==> src/rtl/jts16_map_pkg.sv <==
// Shared constants and payload types for the tile-map read arbiter.
package jts16_map_pkg;

  localparam int unsigned NREQ   = 3;
  localparam int unsigned MAP_AW = 14;

  // Requester ids
  localparam logic [1:0] SCR1 = 2'd0;
  localparam logic [1:0] SCR2 = 2'd1;
  localparam logic [1:0] CHAR = 2'd2;

  // One read travelling through the memory pipeline
  typedef struct packed {
    logic              valid;
    logic [1:0]        id;
    logic [MAP_AW-1:0] addr;
  } map_flight_t;

endpackage

==> src/rtl/jts16_map_rr.sv <==
// Combinational 3-way round-robin picker: first pending index starting at rr.
module jts16_map_rr
  import jts16_map_pkg::*;
(
  input  logic [NREQ-1:0] pend,
  input  logic [1:0]      rr,
  output logic [1:0]      gnt_id,
  output logic            gnt_vld
);

  int s;

  // Scan from the farthest candidate back to rr so the nearest pending one wins
  always_comb begin
    gnt_id  = 2'd0;
    gnt_vld = 1'b0;
    s       = 0;
    for (int k = NREQ - 1; k >= 0; k--) begin
      s = int'(rr) + k;
      if (s >= int'(NREQ)) s = s - int'(NREQ);
      if (s >= int'(NREQ)) s = s - int'(NREQ);
      if (pend[s]) begin
        gnt_id  = 2'(s);
        gnt_vld = 1'b1;
      end
    end
  end

endmodule

==> src/rtl/jts16_map_arb.sv <==
// Shares one pipelined map-RAM read port among scroll 1, scroll 2 and char fetchers.
module jts16_map_arb
  import jts16_map_pkg::*;
#(
  parameter int unsigned AW  = 14,
  parameter int unsigned DW  = 16,
  parameter int unsigned LAT = 2
)(
  input  logic                 rst,
  input  logic                 clk,
  input  logic [NREQ*AW-1:0]   req_addr,
  output logic [NREQ*DW-1:0]   req_data,
  output logic [NREQ-1:0]      req_ok,
  output logic [AW-1:0]        mem_addr,
  output logic                 mem_rd,
  input  logic [DW-1:0]        mem_data
);

  logic [AW-1:0]   addr_in  [NREQ];
  logic [AW-1:0]   srv_addr [NREQ];
  logic [DW-1:0]   data_q   [NREQ];
  logic [NREQ-1:0] valid, busy, pend;
  logic [NREQ-1:0] gnt_mask, ret_mask;
  logic [1:0]      rr, gnt_id;
  logic            gnt_vld;
  logic [AW-1:0]   gnt_addr;
  map_flight_t     flight [LAT];
  map_flight_t     ret;

  assign ret = flight[LAT-1];

  // Per-requester unpacking, pending and ok flags
  genvar gi;
  generate
    for (gi = 0; gi < int'(NREQ); gi++) begin : g_req
      assign addr_in[gi]           = req_addr[gi*AW +: AW];
      assign req_data[gi*DW +: DW] = data_q[gi];
      assign pend[gi]     = !busy[gi] && (!valid[gi] || addr_in[gi] != srv_addr[gi]);
      assign req_ok[gi]   = valid[gi] && (addr_in[gi] == srv_addr[gi]) && !busy[gi];
      assign gnt_mask[gi] = gnt_vld && (gnt_id == 2'(gi));
      assign ret_mask[gi] = ret.valid && (ret.id == 2'(gi));
    end
  endgenerate

  jts16_map_rr u_rr (
    .pend    (pend),
    .rr      (rr),
    .gnt_id  (gnt_id),
    .gnt_vld (gnt_vld)
  );

  // Address of the granted requester
  always_comb begin
    gnt_addr = addr_in[CHAR];
    case (gnt_id)
      SCR1:    gnt_addr = addr_in[SCR1];
      SCR2:    gnt_addr = addr_in[SCR2];
      default: gnt_addr = addr_in[CHAR];
    endcase
  end

  // Issue reads, track them through the pipeline and capture returns
  always_ff @(posedge clk or posedge rst) begin
    if (rst) begin
      valid    <= '0;
      busy     <= '0;
      rr       <= 2'd0;
      mem_rd   <= 1'b0;
      mem_addr <= '0;
      for (int i = 0; i < int'(NREQ); i++) begin
        srv_addr[i] <= '0;
        data_q[i]   <= '0;
      end
      for (int j = 0; j < int'(LAT); j++) flight[j] <= '0;
    end else begin
      mem_rd <= gnt_vld;
      if (gnt_vld) begin
        mem_addr <= gnt_addr;
        rr       <= (gnt_id == 2'd2) ? 2'd0 : gnt_id + 2'd1;
      end
      flight[0] <= '{valid: gnt_vld, id: gnt_id, addr: MAP_AW'(gnt_addr)};
      for (int j = 1; j < int'(LAT); j++) flight[j] <= flight[j-1];
      for (int i = 0; i < int'(NREQ); i++) begin
        if (ret_mask[i]) begin
          data_q[i]   <= mem_data;
          srv_addr[i] <= AW'(ret.addr);
          valid[i]    <= 1'b1;
        end
      end
      busy <= (busy & ~ret_mask) | gnt_mask;
    end
  end

endmodule

==> config.mk <==
export PLATFORM = sky130hd
export DESIGN_NAME = jts16_map_arb
export DESIGN_NICKNAME = d
export VERILOG_FILES = /design/src/rtl/jts16_map_pkg.sv /design/src/rtl/jts16_map_rr.sv /design/src/rtl/jts16_map_arb.sv
export SDC_FILE = /design/constraint.sdc
export NUM_CORES = 1
export LEC_CHECK = 0
export ABC_AREA = 1
export CORE_MARGIN = 1
export CORE_UTILIZATION = 45
export DETAILED_ROUTE_END_ITERATION = 12
export DONT_BUFFER_PORTS = 1
export SYNTH_ARGS = -nofsm -noshare
export SYNTH_HDL_FRONTEND = slang
export SYNTH_SLANG_ARGS = --single-unit
==> constraint.sdc <==
create_clock -name clk -period 13.3 [get_ports clk]
set_input_delay 2.66 -clock clk [delete_from_list [all_inputs] [get_ports clk]]
set_output_delay 2.66 -clock clk [all_outputs]
set_load 0.005 [all_outputs]
# Word level (Yosys, flattened, before mapping)
# Index checks and enable logic that the tools add are counted.
[word_totals]
register_bits = 146
in_bits = 60
[op_classes]
order_cmp = 9
n_eq_ne = 10
n_reduce_logical = 26
addsub = 9
mux = 23
bitwise_logic = 3
[ops]
columns = ["op", "n"]
rows = [
  ["2-to-1 mux 32 bit", 6],
  ["greater-or-equal comparator 32 x 3 -> 1 bit, second input constant", 5],
  ["subtractor 32 x 3 -> 32 bit, second input constant", 5],
  ["< comparator 32 x 4 -> 1 bit, second input constant", 3],
  ["== test 14 bit", 3],
  ["inequality test 14 bit", 3],
  ["case mux 14 bit (2 select lines)", 1],
  ["logical AND 1 bit", 15],
  ["2-to-1 mux 1 bit", 9],
  ["2-to-1 mux 2 bit", 4],
  ["binary-select mux 1 bit (select 2 bit)", 3],
  ["logical NOT 1 bit", 6],
  ["== test 2 x 1 -> 1 bit, second input constant", 2],
  ["== test 2 bit, second input constant", 2],
  ["logical NOT 2 bit", 2],
  ["adder 2 x 1 -> 3 bit, second input constant", 1],
  ["adder 2 x 2 -> 3 bit, second input constant", 1],
  ["AND 3 bit", 1],
  ["logical OR 1 bit", 3],
  ["inverter 3 bit", 1],
  ["bitwise OR 3 bit", 1],
  ["subtractor 2 x 2 -> 3 bit, second input constant", 1],
  ["adder 2 x 1 -> 2 bit, second input constant", 1],
  ["greater-or-equal comparator 2 bit, second input constant", 1],
]

# Depth between registers and ports, before layout
# Gate-level depths: netlist (run 1).
[logic_depth]
depth_word = 14
ltp_mapped = 20
mapped_depth_nobuf = 19

# By module
# Synthesis (run 1) repeated with hierarchy kept, for this count alone.
[hier_totals]
hier_cells = 758
hier_area_um2 = 6366.1
[by_module_without_submodules]
columns = ["module", "cells_per_inst", "seq_area_each_um2", "area_each_um2", "instances"]
rows = [
  ["jts16_map_arb", 717, 3653.5, 6155.9, 1],
  ["jts16_map_rr", 41, 0.0, 210.2, 1],
]

# Least setup slack after synthesis (run 1)
# Ideal clock, no wire load.
[synth_path]
kind = "input to output"
startpoint = "input req_addr[29]"
endpoint = "output req_ok[2]"
arrival_ps = 3193
required_time_ps = 10640
slack_ps = 7447
n_path_buf = 0
path_stages = 8
cell_sequence = "inv_1 -> nand2_1 -> nand2_1 -> nor2_1 -> nand2_1 -> nor2_2 -> nand2_2 -> nor2_1"
[synth_via]
elab_chain_len = 3
[synth_lines]
columns = ["item", "line", "text"]
rows = [
  ["start: declaration", "jts16_map_arb.sv:11", "input logic [NREQ*AW-1:0] req_addr,"],
  ["== test 14 bit", "jts16_map_arb.sv:39", "assign req_ok[gi] = valid[gi] && (addr_in[gi] == srv_addr[gi]) && !busy[gi];"],
  ["logical AND 1 bit (2 in series)", "jts16_map_arb.sv:39", ""],
  ["end: declaration", "jts16_map_arb.sv:13", "output logic [NREQ-1:0] req_ok,"],
]
# Every way passes these cells.

# Worst setup path after layout (run 1)
[layout_path]
startpoint = "input req_addr[40]"
endpoint = "output req_ok[2]"
# Same word-level chain as after synthesis.

==> results summary, run 1 <==
The leakage dissipation is 3.76 nW. The initial antenna violation count came out at 0. The setup slack at placement is 7160 ps. The summed area of non-filler cells in the final layout is 7150 sq um.

The headroom to the max-slew limit is 0.351. The arrival time of the worst setup path is 3480 ps. After synthesis, the mean cell area works out to 8.50 sq um. The global routing usage summed across all routing layers is 0.237. The worst setup path is captured at a primary output. The required arrival time at the worst endpoint came out at 10640 ps.

TritonCTS built the clock tree. The family with the most delay on the worst path is simple AND/OR/NAND/NOR gates. After layout, the design draws a total of 1.84 mW. For this run, the leading register cell type out of synthesis is dfrtp_1. The largest vdd supply drop is 170 uV. The buffers plus inverters on the worst setup path is 0.

Ranked by instance count, the synthesized netlist is headed by 255 x nand2_1, 146 x dfrtp_1, 102 x inv_1. The remaining routing DRC violations came out at 0. The signal on the critical path passes through xnor2_1, nand3_1, nor2_1, nand2_2, nor2_1. The sum of negative setup slack came out at 0 ps. The fraction of registers with async set/reset came out at 1.00. The hold violation total from the final report came out at 0. The synthesized cell area came out at 6410 sq um. The level count of the clock H-tree is 4. The clock net in this run drives a total of 146 sinks. The min-delay analysis places its worst path in the category reg2reg. The number of warnings reported in the yosys synthesis log is 0. After synthesis, the cell types taking the most area are dfrtp_1 57%, nand2_1 15%, o21ai_0 7.3%. The effective utilization at floorplan is 0.462. At the pin with the least slew margin, the transition time is 974 ps. The boundary pin count came out at 126.

Yosys mapped a number of flops with a built-in enable equal to 0. Post-CTS timing repair inserted 0 buffers for setup. The highest net fanout along the worst path is 3. The post-cts sizing count is 0.

The overall die height is 121 um. The cell type with the highest occurrence count on the critical path is nor2_1. The detailed-route via count came out at 4783. The count of final setup violators is 0. STA classifies the critical path startpoint as a primary input. The run finished with clean final reports. The final critical-path share of the clock period is 0.462. The worst path meets setup with 7160 ps of slack. The synthesized net count is 816.

The floorplan has 43 rows. Across the routed clock network, the largest skew measured is 5.66 ps. The number of pins with negative max-slew slack in the final report came out at 0. The wire length of the first global-routing pass came out at 25800 um.

The worst setup path is of the in2out kind. The count of different cell masters after synthesis came out at 30. The core region is 13900 sq um. The die covers 14700 sq um. The largest net degree at the start of global routing is 96.

The critical path's largest stage delay is 260 ps. After detailed routing, the average wire length per cell comes to 17.0 um. The sequential area share after synthesis came out at 0.570. The largest individual stage delay along the critical path comes from the cell xnor2_1. The clock transition time at the flip-flop clock pins of the worst setup and hold paths is 60 ps. The number of DRC markers after the initial detailed-route iteration is 320. Counting I/O delays and the setup requirement, the final critical path takes 6140 ps. Relative to the synthesized area, the layout overhead comes to 11.6%.

The via count of the first global-routing pass was 4820. The fill cell instance count of the final layout came out at 1312. The areal power density over the cells is 257 nW/um^2. The number of cells produced by synthesis is 754. The placed cell area came out at 6550 sq um. The number of buffers added by the clock tree synthesis step came out at 17. At the end of routability-driven placement, the weighted congestion stood at 0.797. The number of max-cap violations came out at 0. Setup repair after global routing left no endpoint under its margin. The first detailed-routing pass ran for 5 iterations.

The fmax came out at 163 MHz. The global routing usage on met2 is 0.361. The x dimension of the die came out at 121 um. The count of hold buffers inserted by post-cts repair is 0.

The cell at the root of the clock tree is clkbuf_16. The area fraction of the dominant cell type after synthesis is 0.570. The overall overflow remaining after global route came out at 0. For met3 alone, demand over resource in global routing was 0.0644. The leading area contributor after synthesis is dfrtp_1.

Of the cells placed in the final design, the portion with a size suffix greater than 1 is 0.119. The residual antenna-violating net count after detailed routing is 0. The via density per instance came out at 5.05. The register bit total from synthesis came out at 146.

The clock insertion delay at the later pin of the skew report came out at 420 ps. Among all cell types in the netlist, the one instantiated most often is nand2_1. The placed wire-length estimate after detailed placement came out at 11000 um. The net count reported at finish came out at 816. In this run the tool buffered the top-level ports with 0 buffer cells. The met1 usage in global routing came out at 0.321. Wires add up to 16100 um. The number of diodes came out at 0.

The maximum clock path buffer count came out at 2. The global routing stage identified its most utilized layer as met2.
metal layers:
layer	wire, um	share of wire
met1	7240	0.45
met2	7430	0.46
met3	1070	0.066
met4	335	0.021
met5	0	0
path summary, 6_finish.rpt:
path,from,end,slack (ps),depth (start not counted)
setup / recovery,req_addr[40],req_ok[2],7160,5
hold / removal,flight[26],flight[9],350,0
setup reg to reg,srv_addr[12],mem_addr[6],10590,13
hold reg to reg,flight[26],flight[9],350,0
max in group asynchronous,rst,req_data[18],9800,2
min in group asynchronous,rst,flight[14],2260,1
where the power goes:
group | switching, mW | internal (mW)
Sequential | 0.111 | 0.621
Clock | 0.191 | 0.300
Combinational | 0.441 | 0.177
layout by cell type, fill, tap and decap left out, types with 3 or more instances in the layout:
master and instances:
a21oi_1 4, buf_4 5, bufinv_16 3, clkbuf_16 17, clkinv_2 5, dfrtp_1 146
inv_1 101, inv_2 5, inv_6 5, nand2_1 255, nand2_2 18, nand3_1 22
nand3_2 16, nor2_1 37, nor2_2 3, nor3_1 3, o21ai_0 94, o21ai_1 3
xnor2_1 5
layout make-up:
cell class	count	area, sq um	share of cell area
clock buffers	19	443	0.0619
clock inverters	13	158	0.0220
multi-input cells	476	2220	0.311
inverters	108	415	0.0581
repair buffers	5	37.5	0.00525
well taps	180	225	0.0315
flip-flops and latches	146	3650	0.511
worst reg2reg max path, delay by kind of cell (launching register included):
kind | cells | cell delay (ps)
buffers and inverters | 1 | 60
AND/OR/NAND/NOR | 10 | 1130
XOR/XNOR | 1 | 300
AO/OA/AOI/OAI | 1 | 770
flip-flops | 1 | 390
sequential cells by signal, indices dropped and copies added (netlist names):
register / count
srv_addr: 42
flight: 34
rr: 2
mem_addr: 14
busy: 3
valid: 3
req_data: 48
per-stage QoR:
| stage | util | std cells | hold slack (ps) |
|---|---|---|---|
| floorplan | - | 754 | 331 |
| global placement | 0.472 | 915 | 331 |
| detailed placement | 0.472 | 915 | 335 |
| CTS | 0.515 | 947 | 344 |
| global route | 0.515 | 947 | 352 |
| finish | 0.515 | 947 | 346 |
cells by family after synthesis:
| logic type | count (synthesis) | synth area share |
|---|---|---|
| muxes | 1 | 0.00176 |
| buffers and inverters | 132 | 0.0847 |
| and+or+nand+nor | 363 | 0.249 |
| DFF | 146 | 0.570 |
| AOI/OAI and AO/OA | 104 | 0.0826 |
| xor gates and xnor gates | 6 | 0.00820 |
| adders and majority gates | 2 | 0.00390 |
Power figures use the tool's default switching activity.
==> run 2: changes to the inputs <==
==> constraint.sdc (replaced) <==
create_clock -name clk -period 5.7 [get_ports clk]
set_input_delay 1.14 -clock clk [delete_from_list [all_inputs] [get_ports clk]]
set_output_delay 1.14 -clock clk [all_outputs]
set_load 0.005 [all_outputs]
==> results summary, run 2 (synthesis gave the netlist of run 1 again) <==
The library cell used most frequently in the layout, excluding fill and tap cells, is nand2_1. The leakage dissipation was 3.74 nW (-0.41%). The master of the slowest instance on the critical path is nor2_1. The area enclosed by the die boundary came to 14700 sq um (unchanged). The share of layout cells above drive strength 1 came out at 0.120 (+0.00146). The clock insertion delay at the later pin of the skew report was 430 ps (about the same).

The global routing usage summed across all routing layers came out at 0.238 (+0.000811). The post-detailed-route wirelength per cell is 17.1 um (+0.72%). TritonCTS built the clock tree. The highest net fanout along the worst path came to 3 (unchanged). The cell type with the highest occurrence count on the critical path is nand2_1. Of the available clock period, the critical path in the final layout requires 0.538. Timing would allow up to 326 MHz.

The initial antenna violation count is 0 (unchanged). The path type of the worst setup path is in2out. The overall overflow remaining after global route is 0 (unchanged). The wire length of the first global-routing pass is 26000 um (+0.59%). The critical path's largest stage delay came out at 160 ps (-100 ps).

The flip-flop count of the largest register after layout is 48 (unchanged). The level count of the clock H-tree came to 4 (unchanged). The headroom to the max-slew limit is 0.414 (+0.0633). The areal power density over the cells was 595 nW/um^2 (+130%). The worst-case clock skew was 8.38 ps (+2.72 ps). The flow ran to the end, and the final reports show no timing, DRC or antenna violations.

The net count reported at finish is 815 (-0.12%). The hold violation total from the final report is 0 (unchanged). The overall die height is 121 um (unchanged). The number of diodes is 0 (unchanged). The placed wire-length estimate after detailed placement is 11300 um (+3.3%). The largest vdd supply drop is 256 uV (+50%). The sum of negative setup slack came to 0 ps (unchanged). The number of DRC markers after the initial detailed-route iteration is 295 (-7.8%). The post-cts sizing count is 0 (unchanged).

The residual antenna-violating net count after detailed routing is 0 (unchanged). The shortest clock period the worst path allows after layout came out at 3070 ps. The number of clock sinks came out at 146 (unchanged). The number of max-cap violations is 0 (unchanged). The detailed-route wire length came out at 16200 um (+0.61%). The clock transition time at the flip-flop clock pins of the worst setup and hold paths came out at 60 ps (about the same). The type of the tightest min-delay check is reg2reg. The effective utilization at floorplan came out at 0.462 (unchanged). The via count of the first global-routing pass came out at 4809 (-0.23%). Setup repair after global routing left no endpoint under its margin. The count of hold buffers inserted by post-cts repair is 0 (unchanged). The setup slack at placement is 2360 ps (-4800 ps).

The overall power of the completed layout came to 4.26 mW (+130%). The length of the first detailed-routing pass in iterations came out at 5 (unchanged). The critical path goes through inv_1, nand2_1, nand2_1, nor2_1, nand2_1, nor2_1, nand2_1, nor2_1. The number of setup buffers added after CTS came out at 0 (unchanged). The arrival time of the worst setup path is 1930 ps (-1550 ps). The via density per instance came out at 5.06 (+0.17%).

The detailed-route via count is 4786 (+0.063%). The transition time of the tightest slew-check pin came to 878 ps (-95.9 ps). The number of rows created at floorplan came out at 43 (unchanged). The worst-case setup margin in the final layout is 2630 ps (-4530 ps). The largest net degree at the start of global routing came out at 96 (unchanged). The growth of design area from synthesis to finish is 11.6% (about the same). The worst-case hold slack is 347 ps (+0.822 ps). The number of pins with negative max-slew slack in the final report came out at 0 (unchanged). The x dimension of the die was 121 um (unchanged).

The count of final setup violators came out at 0 (unchanged). The global placement routability congestion is 0.816 (+2.4%). The worst setup path is launched from a primary input. The remaining routing DRC violations came out at 0 (unchanged). The number of buffers added by the clock tree synthesis step came out at 17 (unchanged). The required arrival time at the worst endpoint is 4560 ps (-6080 ps). The cell at the root of the clock tree is clkbuf_16. The boundary pin count came out at 126 (unchanged). The number of buffers inserted by port buffering is 0 (unchanged). The maximum clock path buffer count was 2 (unchanged). The area of the core came to 13900 sq um (unchanged).

STA classifies the critical path endpoint as a primary output. In the layout the commonest cells are 255 x nand2_1, 146 x dfrtp_1, 101 x inv_1.
## run 2: where the power goes
group / total [mW] / leakage, nW / switching, mW / internal [mW]
sequential: 1.72 / 1.74 / 0.270 / 1.45
clock: 1.12 / 0.287 / 0.451 / 0.674
combinational: 1.42 / 1.72 / 1.00 / 0.414
total: 4.26 / 3.74 / 1.72 / 2.54
## run 2: per-layer routing
| metal | wire (um) | global-route usage | vias up |
|---|---|---|---|
| met5 | 0 | 0 | - |
| li1 | - | - | 2313 |
| met4 | 346 | 0.0887 | 0 |
| met3 | 1120 | 0.0775 | 28 |
| met1 | 7180 | 0.309 | 2303 |
| met2 | 7530 | 0.371 | 142 |
## run 2: stage by stage
step | util | cell area (sq um) | cells
2_1_floorplan | - | 6410 | 754
3_3_place_gp | 0.472 | 6550 | 914
3_5_place_dp | 0.472 | 6550 | 914
4_1_cts | 0.515 | 7150 | 946
5_1_grt | 0.515 | 7150 | 946
6_report | 0.515 | 7150 | 946
## run 2: cell type report
cell class / count / area (sq um)
tap: 180 / 225
clock buffer: 19 / 453
clock inverter: 13 / 149
sequential: 146 / 3650
multi-input combinational: 476 / 2230
inverter: 108 / 415
fill: 1328 / 6730
timing repair buffer: 4 / 30.0
## run 2: worst max-delay path: cells and delay by family
family	cells	cell delay (ps)
AND/OR/NAND/NOR	7	760
buffers and inverters	1	30
## run 2: final timing paths
check / startpoint / endpoint / slack (ps) / cells after the start
setup / recovery: req_addr[1] / req_ok[0] / 2630 / 8
hold / removal: flight[29] / flight[12] / 350 / 0
setup reg to reg: srv_addr[30] / mem_addr[4] / 3070 / 13
hold reg to reg: flight[29] / flight[12] / 350 / 0
max in group asynchronous: rst / srv_addr[5] / 3760 / 2
min in group asynchronous: rst / req_data[43] / 740 / 1
==> run 3: changes to the inputs <==
--- a/config.mk
+++ b/config.mk
@@ -5,7 +5,7 @@
 export SDC_FILE = /design/constraint.sdc
 export NUM_CORES = 1
 export LEC_CHECK = 0
-export ABC_AREA = 1
+export ABC_AREA = 0
 export CORE_MARGIN = 1
 export CORE_UTILIZATION = 45
 export DETAILED_ROUTE_END_ITERATION = 12
==> constraint.sdc (replaced) <==
create_clock -name clk -period 2.7 [get_ports clk]
set_input_delay 0.54 -clock clk [delete_from_list [all_inputs] [get_ports clk]]
set_output_delay 0.54 -clock clk [all_outputs]
set_load 0.005 [all_outputs]
==> results summary, run 3 <==
The number of synthesized flops with an enable pin is 0 (unchanged). The fraction of registers with async set/reset is 1.00 (unchanged). The largest vdd supply drop came out at 626 uV (+140%). The wire length of the first global-routing pass was 22600 um (-13%). The net count reported at finish was 511 (-37%). The arrival time of the worst setup path is 2160 ps (+230 ps). The endpoint identified for the worst register-to-register timing path is mem_addr[7].

The number of diodes came to 0 (unchanged). Based on the critical path, the design can be clocked at up to 370 MHz. The number of DRC markers after the initial detailed-route iteration came to 165 (-44%). The area of the core came out at 13200 sq um (-4.6%). The number of rows created at floorplan is 42 (-2.3%). Of all cell types, the one taking the most synthesized area is dfrtp_1. The areal power density over the cells was 1420 nW/um^2 (+140%). The commonest register cell after synthesis is dfrtp_1. CTS placed an instance of clkbuf_16 at the clock tree root. The remaining routing DRC violations came out at 0 (unchanged). The count of placed standard cells in the final layout, fillers left out is 637 (-33%). The leakage dissipation is 2.99 nW (-20%). Among all stages on the critical path, the largest delay is contributed by or4_4.

The clock transition time at the flip-flop clock pins of the worst setup and hold paths was 60 ps (about the same). Leaving out fill and tap cells, the most frequent cell in the layout is dfrtp_1. The number of cells produced by synthesis came out at 415 (-45%). The count of hold buffers inserted by post-cts repair is 0 (unchanged). The maximum clock path buffer count is 2 (unchanged).

The shortest clock period the worst path allows after layout is 2700 ps. The path type of the worst setup path is reg2out. The critical path's largest stage delay was 610 ps (+450 ps). By area the synthesized netlist is led by dfrtp_1 60%, mux2_2 18%, xnor2_1 6.0%. The length of the first detailed-routing pass in iterations came out at 4 (-1). The synthesized net count came out at 477 (-42%).

The sum of negative setup slack was -3.71 ps (-3.71 ps). The area enclosed by the die boundary came out at 14000 sq um (-4.8%). The number of buffers inserted by port buffering came out at 0 (unchanged). The initial antenna violation count is 0 (unchanged). The placed cell count came out at 605 (-34%). The worst-case setup margin in the final layout came out at -3.71 ps (-2640 ps). The flow ran to the end, but the final reports show violations. Walking the worst path, the cells encountered are xnor2_2, nand4_1, or4_4, buf_4, nor2_2.

The worst-case clock skew is 9.17 ps (+0.797 ps). The share of layout cells above drive strength 1 is 0.399 (+0.279). The x dimension of the die is 118 um (-2.4%).

The CTS tree is built. The global placement routability congestion is 0.856 (+4.9%). The hold violation total from the final report came out at 0 (unchanged). The number of clock sinks was 146 (unchanged).

The overall die height is 118 um (-2.4%). The count of final setup violators came out at 1 (+1). The checks that failed: setup timing. The boundary pin count is 126 (unchanged). The highest net fanout along the worst path was 3 (unchanged). The required arrival time at the worst endpoint is 2160 ps (-2400 ps). Dividing the final minimum period by the clock period gives 1.00. The flip-flop count of the largest register after layout was 48 (unchanged).

The most repeated cell in the gate-level netlist after synthesis is dfrtp_1. The area fraction of the dominant cell type after synthesis came to 0.599 (+0.0293). The worst register-to-register path begins at srv_addr[39]. The count of different cell masters after synthesis came out at 40 (+33%). The setup slack at placement was 20.9 ps (-2340 ps). The effective utilization at floorplan came out at 0.460 (-0.00137). The number of buffers added by the clock tree synthesis step is 17 (unchanged). The number of pins with negative max-slew slack in the final report was 0 (unchanged).

The worst setup path is launched from a flip-flop. The largest net degree at the start of global routing is 81 (-16%). The overall overflow remaining after global route is 0 (unchanged). The worst setup path is captured at a primary output. In the synthesized netlist, the cells that appear most often are 146 x dfrtp_1, 98 x mux2_2, 42 x xnor2_1.

The register bit total from synthesis is 146 (unchanged). The via count of the first global-routing pass was 3892 (-19%). The type of the tightest min-delay check is in2async.

The average size of a mapped cell is 14.7 sq um (+73%). The flop-to-flop setup slack is 100 ps (-2970 ps). The growth of design area from synthesis to finish is 16.9%. The transition time of the tightest slew-check pin came out at 487 ps (-391 ps). The headroom to the max-slew limit is 0.675 (+0.260). The sequential area share after synthesis is 0.599 (+0.0293). The residual antenna-violating net count after detailed routing is 0 (unchanged). The detailed-route via count came out at 3557 (-26%). The placed wire-length estimate after detailed placement is 9940 um (-12%). The via density per instance came out at 5.58 (+10%). The clock insertion delay at the later pin of the skew report came out at 420 ps (about the same). The number of cells on the worst reg-to-reg path came out at 9 (-4). In the layout the commonest cells are 146 x dfrtp_1, 98 x mux2_2, 40 x xnor2_1.

The synthesized cell area was 6100 sq um (-4.9%). The number of warnings reported in the yosys synthesis log came to 0 (unchanged). The global routing usage summed across all routing layers was 0.216 (-0.0224). The detailed-route wire length came to 14000 um (-13%). The post-detailed-route wirelength per cell is 22.0 um (+29%). The level count of the clock H-tree was 4 (unchanged). The number of max-cap violations is 0 (unchanged).
[run 3: cell count changes after synthesis, sizes merged, moves of 37 or more]
cell,previous run,this run
nand2,275,3
mux2,1,104
o21ai,98,2
inv,108,18
nor2,42,2
xnor2,5,42
[run 3: how the worst max path moves through the flow]
stage,start,end,slack [ps],cells after the start
after floorplan,req_addr[7],mem_addr[0],230,8
after global routing,srv_addr[39],req_ok[0],-30,5
after global placement,req_addr[11],mem_addr[4],20,8
after CTS,srv_addr[39],req_ok[0],10,5
after detailed placement,req_addr[11],mem_addr[7],20,8
final,srv_addr[39],req_ok[0],-4,5
[run 3: area by class of cell]
class	instances	area, sq um
well taps	176	220
clock buffers	17	425
fillers	1111	6120
clock inverters	14	153
multi-input cells	234	2300
inverters	18	71.3
repair buffers	32	303
flip-flops and latches	146	3650
[run 3: power by group]
part	switching, mW	total [mW]	internal [mW]
sequential	0.768	4.08	3.32
clock	0.932	2.30	1.36
combinational	1.63	3.74	2.11
[run 3: logic make-up after synthesis]
group                      synth area share
DFF                                   0.599
muxes                                 0.196
AOI/OAI and AO/OA                    0.0640
and+or+nand+nor                      0.0458
xor gates and xnor gates             0.0603
buffers and inverters                0.0306
adders and majority gates           0.00410
[run 3: stage by stage]
stage	util	instance area, sq um	hold slack (ps)	total power [mW]
final	0.538	7120	8.06	10.1
after global routing	0.538	7120	23.8	10.7
after CTS	0.535	7080	6.18	10.2
after detailed placement	0.491	6500	335	7.85
after global placement	0.491	6500	332	7.71
after floorplan	-	6100	331	6.60
[run 3: metal layers]
layer  routed length [um]  part of all wire  global-route usage
met5                    0                 0                   0
met4                  299             0.021              0.0949
met1                 5810              0.41               0.272
met2                 6840              0.49               0.345
met3                 1080             0.077              0.0637
[run 3: repair_timing]
action,4_1_cts,5_1_grt
gates resized for setup,1,5
endpoints found under the setup margin,1,8
setup buffers,0,1
gates cloned,0,0
pin swaps,0,4
[run 3: critical path, delay by kind of cell, from the launching register on]
family        cells  cell delay (ps)
buf+inv           1              160
flops             1              400
simple gates      3              960
xor+xnor          1              220
